<file path="src/rtl/vga_scan_gen.sv">
// vga_scan_gen: raster scan generator for the VGA display path.
// Produces pixel coordinates, active-low syncs, a visible-area qualifier,
// a pixel-rate enable and line/frame strobes plus a frame counter.
// Interface note: there is no valid/ready handshake; every output is a
// free-running status that consumers sample on any clk. Consumers with
// pipeline stages delay the syncs themselves.
module vga_scan_gen #(
  parameter int CLK_DIV  = 2,
  parameter int H_ACTIVE = 640,
  parameter int H_FP     = 16,
  parameter int H_SYNC   = 96,
  parameter int H_BP     = 48,
  parameter int V_ACTIVE = 480,
  parameter int V_FP     = 10,
  parameter int V_SYNC   = 2,
  parameter int V_BP     = 33
) (
  input  logic       clk,
  input  logic       reset,
  output logic [8:0] row,
  output logic [9:0] col,
  output logic       video_on,
  output logic       hsync,
  output logic       vsync,
  output logic       pix_en,
  output logic       line_start,
  output logic       frame_start,
  output logic [7:0] frame_count
);

  localparam int H_TOTAL = H_ACTIVE + H_FP + H_SYNC + H_BP;
  localparam int V_TOTAL = V_ACTIVE + V_FP + V_SYNC + V_BP;

  // A one-bit divider is kept for CLK_DIV=1; it simply stays at 0.
  localparam int DIV_W = (CLK_DIV > 1) ? $clog2(CLK_DIV) : 1;

  localparam logic [DIV_W-1:0] DIV_LAST = DIV_W'(CLK_DIV - 1);
  localparam logic [9:0] H_LAST     = 10'(H_TOTAL - 1);
  localparam logic [9:0] V_LAST     = 10'(V_TOTAL - 1);
  localparam logic [9:0] H_VIS      = 10'(H_ACTIVE);
  localparam logic [9:0] V_VIS      = 10'(V_ACTIVE);
  localparam logic [9:0] HS_BEGIN   = 10'(H_ACTIVE + H_FP);
  localparam logic [9:0] HS_END     = 10'(H_ACTIVE + H_FP + H_SYNC);
  localparam logic [9:0] VS_BEGIN   = 10'(V_ACTIVE + V_FP);
  localparam logic [9:0] VS_END     = 10'(V_ACTIVE + V_FP + V_SYNC);

  logic [DIV_W-1:0] div;
  logic [9:0]       h_count;
  logic [9:0]       v_count;
  logic             h_vis;
  logic             v_vis;

  // Last clk of the current pixel period.
  assign pix_en = (div == DIV_LAST);

  // Divider, raster counters, line/frame strobes and frame counter.
  always_ff @(posedge clk) begin
    if (reset) begin
      div         <= '0;
      h_count     <= '0;
      v_count     <= '0;
      frame_count <= '0;
      line_start  <= 1'b0;
      frame_start <= 1'b0;
    end else begin
      line_start  <= 1'b0;
      frame_start <= 1'b0;
      if (pix_en) begin
        div <= '0;
        if (h_count == H_LAST) begin
          h_count    <= '0;
          line_start <= 1'b1;
          if (v_count == V_LAST) begin
            v_count     <= '0;
            frame_start <= 1'b1;
            frame_count <= frame_count + 8'd1;
          end else begin
            v_count <= v_count + 10'd1;
          end
        end else begin
          h_count <= h_count + 10'd1;
        end
      end else begin
        div <= div + DIV_W'(1);
      end
    end
  end

  // Same-cycle decode of coordinates, visibility and syncs from the counters.
  always_comb begin
    h_vis    = (h_count < H_VIS);
    v_vis    = (v_count < V_VIS);
    video_on = h_vis && v_vis;
    col      = h_vis ? h_count : 10'd0;
    row      = v_vis ? v_count[8:0] : 9'd0;
    hsync    = !((h_count >= HS_BEGIN) && (h_count < HS_END));
    vsync    = !((v_count >= VS_BEGIN) && (v_count < VS_END));
  end

endmodule

</file>
<file path="config.mk">
export PLATFORM = sky130hd
export DESIGN_NAME = vga_scan_gen
export DESIGN_NICKNAME = d
export VERILOG_FILES = /design/src/rtl/vga_scan_gen.sv
export SDC_FILE = /design/constraint.sdc
export NUM_CORES = 1
export LEC_CHECK = 0
export BUFFER_PORTS_ARGS = -buffer_cell sky130_fd_sc_hd__buf_2
export CAP_MARGIN = 30
export CORE_ASPECT_RATIO = 1.25
export CORE_MARGIN = 3
export CORE_UTILIZATION = 37
export CTS_BUF_LIST = sky130_fd_sc_hd__clkbuf_4
export DETAILED_ROUTE_END_ITERATION = 10
export MAX_ROUTING_LAYER = met4
export PLACE_DENSITY = 0.57
export SLEW_MARGIN = 0
export SYNTH_ARGS = -nofsm -noshare
export SYNTH_HDL_FRONTEND = slang
export SYNTH_SLANG_ARGS = --single-unit
export TNS_END_PERCENT = 30
</file>
<file path="constraint.sdc">
create_clock -name clk -period 4 [get_ports clk]
set_input_delay 0.2 -clock clk [delete_from_list [all_inputs] [get_ports clk]]
set_output_delay 0.2 -clock clk [all_outputs]
set_load 0.01 [all_outputs]
</file>
-- Yosys cells after proc, flatten, opt, wreduce, memory -nomap -nowiden
Index checks and enable logic that the tools add are counted.
- bits in registers: 31
- latch bits: 0
- memory bits (writable): 0
- ROM bits: 0
- bits of input ports: 2
- output and inout bits: 33
- logic and storage cells: 36
- memories kept: 0
- $add $sub $neg: 4
- multiply operators: 0
- divide/modulo/power cells: 0
- order comparisons: 6
- equal/unequal tests: 2
- shift operators: 0
- muxes and demuxes: 6
- bitwise gates (word level): 2
- reduce and logical (&&, ||, !) cells: 10
- operators with widths (cell ; number):
    $mux 10 ; 3
    $add 10x1->10 const B ; 2
    $eq 10x10->1 const B ; 2
    $lt 10x10->1 const B ; 2
    $lt 10x9->1 const B ; 2
    $ge 10x10->1 const B ; 1
    $ge 10x9->1 const B ; 1
    $mux 9 ; 1
    $add 8x1->8 const B ; 1
    $reduce_or 2->1 ; 2
    $logic_and 1x1->1 ; 3
    $reduce_and 3->1 ; 1
    $reduce_or 3->1 ; 1
    $logic_not 1->1 ; 2
    $mux 1 ; 2
    $not 1->1 ; 2
    $reduce_and 2->1 ; 1
    $add 1x1->1 const B ; 1

-- Logic depth before layout (Yosys ltp)
- depth in word-level cells: 3
- depth in mapped cells: 8
- depth with buffers taken out: 6

-- Worst setup path after synthesis
OpenSTA, ideal clock, no wires.
- kind: register to register
- start point: reg h_count[0]
- end point: reg frame_count[7]
- setup time: 0.121 ns
- data arrival time: 1.931 ns
- required time: 3.879 ns
- setup slack: 1.948 ns
- stages on the path, launching flop included: 7
- buffers on the path: 1
- clock period less this slack: 2.052 ns
- cells stage by stage: dfxtp_1 > ha_1 > nand2_1 > or3_1 > clkbuf_1 > nor4_1 > mux2_2
- word-level cells in the longest chain between the ends: 2
- ends and longest elaborated chain (item ; line ; text):
    start: declaration ; 48 ; logic [9:0] h_count;
    start signal: assignment ; 81 ; h_count <= h_count + 10'd1;
    $eq 10x10->1 ; 70 ; if (h_count == H_LAST) begin
    $reduce_and 3->1 (no source line) ; n/a ;
    end signal: assignment ; 76 ; frame_count <= frame_count + 8'd1;
    end: declaration ; 28 ; output logic [7:0] frame_count
Every way passes these cells.
A chain may end at the register's enable or synchronous reset.

-- Worst setup path after layout
Same ends and word-level chain as after synthesis.

==> flow_summary_export.csv <==
group,metric,value,unit
outcome,outcome,"finished clean",
setup_path,crit_arrival,2.81,ns
routing,ant_nets,0,
run,cap_violations,0,
cells_and_area,final_core_util,45.5,%
placed_design,place_area,1860,um2
sta,rsz0062_at_grt,"false",
yosys,syn_nets,211,
clock_tree,cts_buffers,5,
global_routing,grt-busiest-layer,"met2",
power,switching_share,24.9,%
yosys,synth_edf_count,0,
power,switching_power,0.127,mW
die,die-area,5320,um2
sta,hold_viol_final,0,
setup_path,critPathCaptureType,"flop",
yosys,yosysTopAreaCellShare,37.4,%
sta,setup-tns-final,0,ns
sta,max_freq,388,MHz
clock_tree,clockRootBuffer,"clkbuf_4",
yosys,synth_cell_type_count,31,
yosys,synth_area_leaders,"dfxtp_1 37%, and2_1 5.3%, xnor2_1 4.8%, a21oi_1 4.5%, nor2_1 4.5%",
global_routing,grt_pass1_wl,6150,um
setup_path,cp.required,4.23,ns
die,io_pins,35,
die,die_y,80.8,um
placed_design,port_buffers,34,
yosys,yosysWarnings,0,
cells_and_area,drive_gt1_share,19.1,%
global_routing,gr-total-overflow,0,
die,core,4200,um2
sta,max_slew_margin,44.1,%
yosys,ys_seq_elements,31,
routing,via_per_inst,5.25,
clock_tree,clk_path_buf_depth,2,
power,ir_worst_vdd,127,uV
power,p_int,0.383,mW
global_routing,gr-usage-met1,18.7,%
clock_tree,clock_latency,0.33,ns
clock_tree,hold_buffers,0,
clock_tree,cts_tree,"yes",
setup_path,crit_type,"reg2reg",
power,p_per_area,267,nW/um2
global_routing,grt_pass1_vias,1322,
sta,clock_skew,0.00495,ns
setup_path,worstPathMaxFanout,28,
yosys,synth_ff_type,"dfxtp_1",
routing,routedWlPerCell,12.5,um
power,p_leak,0.700,nW
setup_path,cp_top_family,"simple AND/OR/NAND/NOR gates",
clock_tree,numClockSinks,31,
cells_and_area,area_delta_synth_final,15.2,%
sta,maxSlewViolCount,0,
setup_path,max_stage_delay,0.77,ns
setup_path,worst-path-buf-inv,0,
die,die_x,65.9,um
global_routing,antenna_found_initial,0,
sta,final.period_utilization,64.5,%
yosys,syn_area,1660,um2
yosys,ys_seq_area_share,37.4,%
setup_path,cp_slowest_cell,"or3_1",
global_routing,grt_use_total,15.3,%
routing,drtPass1Iterations,4,
routing,routed_wl,3650,um
sta,setup_violations,0,
cells_and_area,final_cell_count_no_fill,292,
clock_tree,postCtsSetupBuffers,0,
yosys,synthCells,204,
cells_and_area,design_area,1910,um2
sta,hold_ws,0.213,ns
clock_tree,clk_pin_slew,0.10,ns
clock_tree,htreeDepth,2,
cells_and_area,final_common_cell,"buf_2",
sta,finalCriticalPeriod,2.58,ns
global_routing,grt_max_degree,29,
global_routing,grt_use_met2,23.1,%
setup_path,r2r_slack,1.42,ns
routing,dr_total_vias,1533,
yosys,async_reset_ff_share,0,%
cells_and_area,regArea,621,um2
die,initial_core_util,39.5,%
power,p_comb_share,3.4,%
setup_path,cp-start-kind,"flop",
setup_path,crit_chain,"ha_1 > nand2_1 > or3_1 > nor4_1 > mux2_2",
sta,worst_slack,1.42,ns
placed_design,dp_cells,284,
power,power.clock.fraction,34.7,%
sta,tightest_slew,0.839,ns
yosys,synth_area_leader_cell,"dfxtp_1",
placed_design,hpwl,2560,um
power,total_power,0.510,mW
power,seqPwrFrac,61.9,%
yosys,avgSynthCellArea,8.13,um2
worst_hold_path,hold_path_class,"in2reg",
clock_tree,cts_resized,0,
cells_and_area,multi_input_area,952,um2
cells_and_area,nNetsFinal,242,
routing,drt-initial-drc-count,97,
cells_and_area,diodes,0,
global_routing,grtUsageMet3,4.15,%
die,std_cell_rows,26,
cells_and_area,final_cell_mix,"34 x buf_2, 31 x dfxtp_1, 20 x nor2_1, 15 x a21oi_1, 14 x and2_1",
placed_design,routabilityCongestion,0.769,
cells_and_area,n_fill_cell,456,
placed_design,dp_slack,1.44,ns
routing,drc,0,
sequential cells by signal (all words and copies together) (netlist names):
register and flops:
h_count 10, pix_en 1, frame_start 1, line_start 1, frame_count 8, v_count 10
final cells by class:
class                           count  area share [%]
Timing Repair Buffer               34            8.91
Tap cell                           56            3.67
Clock inverter                      3           0.786
Sequential cell                    31            32.5
Multi-Input combinational cell    151            49.8
Inverter                           12            2.36
Clock buffer                        5            1.96
power by group through the flow:
stage                     combinational, mW  sequential (mW)  clock [mW]
after floorplan                      0.0136            0.321           0
after global placement               0.0182            0.323           0
after detailed placement             0.0176            0.323           0
after CTS                            0.0177            0.316       0.186
after global routing                 0.0194            0.317       0.197
final                                0.0173            0.316       0.177
path summary, 6_finish.rpt:
check / from / to / depth (start not counted)
worst min register to register: frame_count[5]$_SDFFE_PP0P_ / frame_count[5]$_SDFFE_PP0P_ / 2
worst max-delay path: h_count[0]$_SDFFE_PP0P_ / frame_count[7]$_SDFFE_PP0P_ / 5
worst min-delay path: reset / pix_en$_SDFF_PP0_ / 2
worst max register to register: h_count[0]$_SDFFE_PP0P_ / frame_count[7]$_SDFFE_PP0P_ / 5
logic make-up (layout without fill, tap and decap cells):
kind of cell / count (synthesis) / count (layout) / synth area share, %
AOI/OAI and AO/OA: 32 / 32 / 11.7
buffers and inverters: 22 / 54 / 5.13
DFF: 31 / 31 / 37.4
and+or+nand+nor: 101 / 101 / 34.9
xor gates and xnor gates: 12 / 12 / 6.34
adders and majority gates: 5 / 5 / 3.77
muxes: 1 / 1 / 0.679
Yosys cell counts, drive strengths merged, types with 2 or more instances:
| master | n |
|---|---|
| dfxtp | 31 |
| nor2 | 20 |
| a21oi | 15 |
| and2 | 14 |
| inv | 12 |
| nand3 | 11 |
| or4 | 10 |
| nand4 | 9 |
| nor3 | 9 |
| xnor2 | 9 |
| o31ai | 8 |
| or3 | 8 |
| clkbuf | 7 |
| nand2 | 7 |
| o21ai | 6 |
| ha | 5 |
| buf | 3 |
| nor4 | 3 |
| xor2 | 3 |
| and3 | 2 |
| nand2b | 2 |
| nor2b | 2 |
routing by layer:
metal,up-vias,wire [um]
met4,0,74
li1,793,-
met2,38,1670
met3,6,192
met1,696,1710
met5,-,0
No activity file was read; power rests on OpenSTA's default activity.
